$ cat config.mk
export PLATFORM = sky130hd
export DESIGN_NAME = serial_adder_ctrl_flat
export DESIGN_NICKNAME = d
export VERILOG_FILES = /design/src/rtl/serial_adder_ctrl_if.sv /design/src/rtl/serial_adder_ctrl.sv /design/src/flat_wrapper.sv
export SDC_FILE = /design/constraint.sdc
export NUM_CORES = 1
export LEC_CHECK = 0
export ABC_CLOCK_PERIOD_IN_PS = 1400
export CAP_MARGIN = 20
export CORE_UTILIZATION = 51
export CTS_BUF_LIST = sky130_fd_sc_hd__clkbuf_4
export DETAILED_ROUTE_END_ITERATION = 6
export PLACE_DENSITY = 0.77
export SYNTH_ARGS = -nofsm -noshare
export SYNTH_HDL_FRONTEND = slang
export SYNTH_SLANG_ARGS = --single-unit
export TNS_END_PERCENT = 1
$ cat constraint.sdc
create_clock -name clk -period 1.4 [get_ports clk]
set_input_delay 0.42 -clock clk [delete_from_list [all_inputs] [get_ports clk]]
set_output_delay 0.42 -clock clk [all_outputs]
set_load 0.02 [all_outputs]
$ cat src/rtl/serial_adder_ctrl_if.sv
// Operand/result handshake bundle for serial_adder_ctrl.
// Optional macro SERIAL_ADDER_OVF_EN adds the ovf result flag.
interface serial_adder_ctrl_if #(
    parameter int WIDTH = 8
);
    logic             in_valid;
    logic             in_ready;
    logic [WIDTH-1:0] a;
    logic [WIDTH-1:0] b;
    logic             cin;
    logic             out_valid;
    logic             out_ready;
    logic [WIDTH-1:0] sum;
    logic             cout;
    logic             busy;
`ifdef SERIAL_ADDER_OVF_EN
    logic             ovf;
`endif

    modport master (
        output in_valid, a, b, cin, out_ready,
`ifdef SERIAL_ADDER_OVF_EN
        input  ovf,
`endif
        input  in_ready, out_valid, sum, cout, busy
    );

    modport slave (
        input  in_valid, a, b, cin, out_ready,
`ifdef SERIAL_ADDER_OVF_EN
        output ovf,
`endif
        output in_ready, out_valid, sum, cout, busy
    );
endinterface

$ cat src/rtl/serial_adder_ctrl.sv
// Bit-serial adder with valid/ready handshakes: one full-adder bit per cycle, LSB first.
// Optional macro SERIAL_ADDER_OVF_EN adds a registered two's-complement overflow flag.
module serial_adder_ctrl #(
    parameter int WIDTH = 8
) (
    input  logic                clk,
    input  logic                rst_n,
    serial_adder_ctrl_if.slave  bus
);
    localparam int CW = (WIDTH > 2) ? $clog2(WIDTH) : 1;
    localparam logic [CW-1:0] LAST_BIT = CW'(WIDTH - 1);

    typedef enum logic [1:0] {IDLE, RUN, DONE} state_e;

    state_e           state_q, state_d;
    logic [WIDTH-1:0] a_q, a_d;
    logic [WIDTH-1:0] b_q, b_d;
    logic [WIDTH-1:0] sum_q, sum_d;
    logic             carry_q, carry_d;
    logic [CW-1:0]    cnt_q, cnt_d;
`ifdef SERIAL_ADDER_OVF_EN
    logic             ovf_q, ovf_d;
`endif

    // Full adder as two half adders; the carries can never both be set, so OR merges them.
    logic ha0_s, ha0_c, ha1_s, ha1_c, fa_co;
    assign ha0_s = a_q[0] ^ b_q[0];
    assign ha0_c = a_q[0] & b_q[0];
    assign ha1_s = ha0_s ^ carry_q;
    assign ha1_c = ha0_s & carry_q;
    assign fa_co = ha0_c | ha1_c;

    always_comb begin
        state_d = state_q;
        a_d     = a_q;
        b_d     = b_q;
        sum_d   = sum_q;
        carry_d = carry_q;
        cnt_d   = cnt_q;
`ifdef SERIAL_ADDER_OVF_EN
        ovf_d   = ovf_q;
`endif
        case (state_q)
            IDLE: begin
                if (bus.in_valid) begin
                    a_d     = bus.a;
                    b_d     = bus.b;
                    carry_d = bus.cin;
                    cnt_d   = '0;
                    state_d = RUN;
                end
            end
            RUN: begin
                // Operands shift down so bit cnt is always at position 0; sum bits enter
                // at the top and land at position cnt after the final shift.
                a_d     = a_q >> 1;
                b_d     = b_q >> 1;
                sum_d   = {ha1_s, sum_q[WIDTH-1:1]};
                carry_d = fa_co;
                cnt_d   = cnt_q + CW'(1);
                if (cnt_q == LAST_BIT) begin
`ifdef SERIAL_ADDER_OVF_EN
                    ovf_d   = carry_q ^ fa_co;
`endif
                    state_d = DONE;
                end
            end
            DONE: begin
                if (bus.out_ready) begin
                    state_d = IDLE;
                end
            end
            default: state_d = IDLE;
        endcase
    end

    always_ff @(posedge clk or negedge rst_n) begin
        if (!rst_n) begin
            state_q <= IDLE;
            a_q     <= '0;
            b_q     <= '0;
            sum_q   <= '0;
            carry_q <= 1'b0;
            cnt_q   <= '0;
`ifdef SERIAL_ADDER_OVF_EN
            ovf_q   <= 1'b0;
`endif
        end else begin
            state_q <= state_d;
            a_q     <= a_d;
            b_q     <= b_d;
            sum_q   <= sum_d;
            carry_q <= carry_d;
            cnt_q   <= cnt_d;
`ifdef SERIAL_ADDER_OVF_EN
            ovf_q   <= ovf_d;
`endif
        end
    end

    assign bus.in_ready  = (state_q == IDLE);
    assign bus.out_valid = (state_q == DONE);
    assign bus.busy      = (state_q != IDLE);
    assign bus.sum       = sum_q;
    assign bus.cout      = carry_q;
`ifdef SERIAL_ADDER_OVF_EN
    assign bus.ovf       = ovf_q;
`endif
endmodule

$ cat src/flat_wrapper.sv
// flat-port wrapper written by rule: the top's interface ports become plain ports
module serial_adder_ctrl_flat 
#(
    parameter int WIDTH = 8
)
  (clk, rst_n, bus_in_valid, bus_a, bus_b, bus_cin, bus_out_ready, bus_in_ready, bus_out_valid, bus_sum, bus_cout, bus_busy);
  serial_adder_ctrl_if #(.WIDTH(WIDTH)) bus_i ();
  input  logic clk;
  input  logic rst_n;
  input wire logic [$bits(bus_i.in_valid)-1:0] bus_in_valid;
  input wire logic [$bits(bus_i.a)-1:0] bus_a;
  input wire logic [$bits(bus_i.b)-1:0] bus_b;
  input wire logic [$bits(bus_i.cin)-1:0] bus_cin;
  input wire logic [$bits(bus_i.out_ready)-1:0] bus_out_ready;
  output wire logic [$bits(bus_i.in_ready)-1:0] bus_in_ready;
  output wire logic [$bits(bus_i.out_valid)-1:0] bus_out_valid;
  output wire logic [$bits(bus_i.sum)-1:0] bus_sum;
  output wire logic [$bits(bus_i.cout)-1:0] bus_cout;
  output wire logic [$bits(bus_i.busy)-1:0] bus_busy;
  assign bus_i.in_valid = bus_in_valid;
  assign bus_i.a = bus_a;
  assign bus_i.b = bus_b;
  assign bus_i.cin = bus_cin;
  assign bus_i.out_ready = bus_out_ready;
  assign bus_in_ready = bus_i.in_ready;
  assign bus_out_valid = bus_i.out_valid;
  assign bus_sum = bus_i.sum;
  assign bus_cout = bus_i.cout;
  assign bus_busy = bus_i.busy;
  serial_adder_ctrl #(.WIDTH(WIDTH)) u_core (.clk(clk), .rst_n(rst_n), .bus(bus_i));
endmodule
== Word-level counts from Yosys, hierarchy flattened ==
Cells that the tools add are included.

* $add $sub $neg: 1
* Equality and inequality tests: 6
* Multiplexer cells: 12
* Bitwise gates (word level): 5
* Reductions and logical operators: 5

{| class="wikitable"
|+ Operators with widths
! cell !! count
|-
| $pmux 8 s2 || 2
|-
| $mux 8 || 2
|-
| $mux 2 || 3
|-
| $pmux 2 s3 || 1
|-
| $pmux 3 s2 || 1
|-
| $ne 2x2->1 const B || 2
|-
| $reduce_bool 2->1 || 2
|-
| $add 3x1->3 const B || 1
|-
| $eq 3x3->1 const B || 1
|-
| $mux 3 || 1
|-
| $reduce_and 3->1 || 1
|-
| $and 1x1->1 || 2
|-
| $eq 2x1->1 const B || 1
|-
| $eq 2x2->1 const B || 1
|-
| $logic_not 2->1 || 1
|-
| $ne 2x1->1 const B || 1
|-
| $pmux 1 s2 || 1
|-
| $reduce_and 2->1 || 1
|-
| $xor 1x1->1 || 2
|-
| $mux 1 || 1
|-
| $or 1x1->1 || 1
|}

* Register bits: 30
* Bits of input ports: 21
* Output and inout port bits: 12
* Logic and storage cells: 35

== Logic depth before layout (Yosys ltp) ==
* Depth after elaboration: 4
* Mapped depth: 6
* Gate-level depth less buffers: 3

== Worst setup path after synthesis ==
No wires, ideal clock.

* Path type: reg2out
* From: reg u_core.state_q[1]
* To: out bus_busy
* Arrival: 1.123 ns
* Data required time: 0.980 ns
* Slack: -0.143 ns
* Stages on the path, launching flop included: 4
* Path buffers: 1
* Cells stage by stage: dfrtp_1 -> buf_4 -> nor2_1 -> inv_1

* Longest elaborated chain between the ends: 1

{| class="wikitable"
|+ RTL lines
! item !! RTL line !! text
|-
| from (decl) || serial_adder_ctrl.sv:15 || <nowiki>state_e state_q, state_d;</nowiki>
|-
| from (signal assigned) || serial_adder_ctrl.sv:89 || <nowiki>state_q <= state_d;</nowiki>
|-
| $reduce_bool 2->1 || serial_adder_ctrl.sv:103 || <nowiki>assign bus.busy = (state_q != IDLE);</nowiki>
|-
| to (decl) || flat_wrapper.sv:19 || <nowiki>output wire logic [$bits(bus_i.busy)-1:0] bus_busy;</nowiki>
|}

Every way passes these cells.

== Worst setup path after layout ==
* From: reg u_core.state_q[0]
* To: out bus_busy

Same word-level chain as after synthesis.

==> results.ini <==
[synthesis]
synth_compound_area_frac=0.1818
synth_simple_gate_area_frac=0.2058
synthMuxAreaShare=0
synthDistinctLibCells=30
syn-mean-instance-area_um2=10.57
synth_top_family_by_area=simple AND/OR/NAND/NOR gates
ys_warn_count=0
syn_inst=138
syn_area_um2=1459
ys_ff_latch=30
ys_seq_area_frac=0.5146
synth-xor-area-share=0
synth_adder_area_share=0.03087
synth_nets=162

[power_and_ir_drop]
p_leak_nw=0.9255
internal-power_mw=2.753
swShare=0.3639
p_switching_mw=1.574
powerDensity_nw_per_um2=2175
clockPowerShare=0.196
vdd_ir_drop_max_mv=1.629
pwr-share-comb=0.454
power_frac_seq=0.350

[drt]
num_vias=1234
ant_nets=0
drt-vias-per-instance=5.635
drt_iter0_markers=18
wire_per_inst_um=14.47
drtPass1Iterations=4
drc=0
wirelength_mm=3.168

[sta]
rsz0062_at_grt=yes
skew_ns=0.005166
slew_viol_final=0
hold-worst-slack_ns=0.4518
setup_slack_ns=-0.1118
hold_violations=0
tightest_slew_ns=0.2663
min_period_ns=1.512
max_freq_mhz=661.5
timing.final.setup_violations=4
slew_headroom=0.8223
fin_crit_sh=1.080

[placed_design]
io_buffers=32
placed_cell_area_um2=1913
dp_hpwl_mm=2.227
place_ws_ns=-0.2437
routabilityCongestion=0.7522

[setup_path]
crit_chain=nor2_4 > inv_2 > buf_6
critPathTopFamily=flip-flops
r2r_start=u_core.state_q[0]
max_stage_delay_ns=0.46
cp_max_fo=4
cp_num_buf_inv=2
critPathRequiredTime_ns=0.98
worstSetupPathType=register to output pin
endpoint_kind=output pin
crit_path_top_delay_cell=dfrtp_2
worstSetupStartpointType=register
startpoint=u_core.state_q[0]
arrival_ns=1.09

[layout]
layout_commonest_cell=nand2_1
final_cell_mix=nand2_1 (32), dfrtp_1 (29), clkdlybuf4s50_1 (20)
finish.utilization=0.7277
drive_above_1_share=0.2766
nets=211
area_delta_synth_final_pct=36.36
finish.instance_area_um2=1989
diodes=0

[floorplanning]
ios=33
initial_core_util=0.5336
die_h_um=55.49
fp.dieArea_um2=3079
die_w_um=55.49
rows=19
core_area_um2=2734

[cts]
cts_tree=done
clk_pin_slew_ns=0.09
cts_hold_buffers=0
htree_levels=2
clock_sinks=30
cts_buffer_depth=2
cts_buffers=5
clock_latency_ns=0.33
cts-root-buf=clkbuf_4
post-cts-setup-buffers=0

[global_routing]
grt_pass1_wl_mm=5.340
grt.overflow.total=0
track_usage=0.2267
grt-busiest-layer=met2
grt_pass1_vias=1189
met1_usage=0.2889
grt_max_degree=31
grt_use_met3=0.07260
antenna_found_initial=0
grt_use_met2=0.3563

[status]
violations=negative setup slack
status=finished, violations left

[job]
maxCapViolations=0

[hold_path]
min_path_type=input port to async pin

flip-flops by register name, summed over array words and instances (netlist names):
register,flops
u_core.a_q,8
u_core.b_q,8
u_core.bus.sum,8
u_core.cnt_q,3
u_core.state_q,2
u_core.bus.cout,1
final cells by class:
class | count | area, um2
Clock buffer | 5 | 37.54
Clock inverter | 3 | 63.81
Fill cell | 217 | 744.5
Inverter | 6 | 22.52
Multi-Input combinational cell | 93 | 628.1
Sequential cell | 30 | 752.0
Tap cell | 31 | 38.79
Timing Repair Buffer | 51 | 446.7
cell usage after synthesis:
master	n	area share
nor3_1	4	0.014
dfrtp_1	30	0.51
nor2_2	1	0.0043
nand3_1	4	0.014
a211oi_1	4	0.021
o221a_1	1	0.0077
o21ai_0	5	0.017
o22a_1	4	0.024
nand2_1	32	0.082
nor2_1	1	0.0026
a221o_1	1	0.0069
nand3b_1	6	0.031
o221a_2	1	0.0077
buf_4	2	0.010
nand2b_1	3	0.013
a22o_1	3	0.018
a21oi_1	1	0.0034
o21bai_2	1	0.0077
fa_1	1	0.014
o21ai_1	1	0.0034
inv_1	6	0.015
nor3b_1	4	0.021
nor2_4	1	0.0077
a22oi_2	1	0.0086
a2bb2oi_2	4	0.041
ha_1	2	0.017
a22oi_1	3	0.015
buf_6	4	0.031
nor2b_1	4	0.017
buf_2	3	0.010
worst register-to-register path, delay by kind of cell, from the launching register on:
kind                   cells  cell delay [ns]
buffers and inverters      2             0.39
DFF                        1             0.46
AOI/OAI and AO/OA          1             0.17
and+or+nand+nor            2             0.27
power groups by stage:
stage          sequential [mW]  combinational (mW)  clock [mW]
2_1_floorplan             1.63                1.15           0
5_1_grt                   1.56                2.16       0.906
3_5_place_dp              1.51                2.06           0
4_1_cts                   1.51                1.99       0.864
3_3_place_gp              1.49                1.98           0
6_report                  1.51                1.97       0.846
per-stage QoR:
| stage | TNS [ns] | power, mW | std cells |
|---|---|---|---|
| 6_report | -0.3011 | 4.327 | 219 |
| 5_1_grt | -1.052 | 4.627 | 219 |
| 4_1_cts | -0.3486 | 4.360 | 219 |
| 3_5_place_dp | -4.665 | 3.571 | 211 |
| 3_3_place_gp | -4.252 | 3.470 | 211 |
| 2_1_floorplan | 0 | 2.777 | 138 |
kinds of logic after synthesis:
family	count (synthesis)
DFF	30
adders and majority gates	3
buffers and inverters	15
AOI/OAI and AO/OA	30
and+or+nand+nor	60
routing by layer:
metal,part of all wire,up-vias,wire [um]
met5,0,-,0
met4,0.025,0,79
met3,0.058,11,184
met2,0.48,43,1524
met1,0.44,604,1380
li1,-,576,-
path summary, 6_finish.rpt:
path                                      to  slack [ns]  depth (start not counted)
max                                 bus_busy       -0.11                          3
min                            u_core.b_q[7]        0.45                          2
max reg2reg                    u_core.b_q[6]       -0.01                          5
min reg2reg                u_core.bus.sum[0]        0.48                          2
max in group asynchronous  u_core.state_q[0]        0.78                          2
min in group clk           u_core.bus.sum[0]        0.48                          2
repair_timing:
item,4_1_cts,5_1_grt
gates resized for setup,54,6
pin swaps,1,0
setup endpoints to repair,12,23
(Power assumes the default switching activity.)
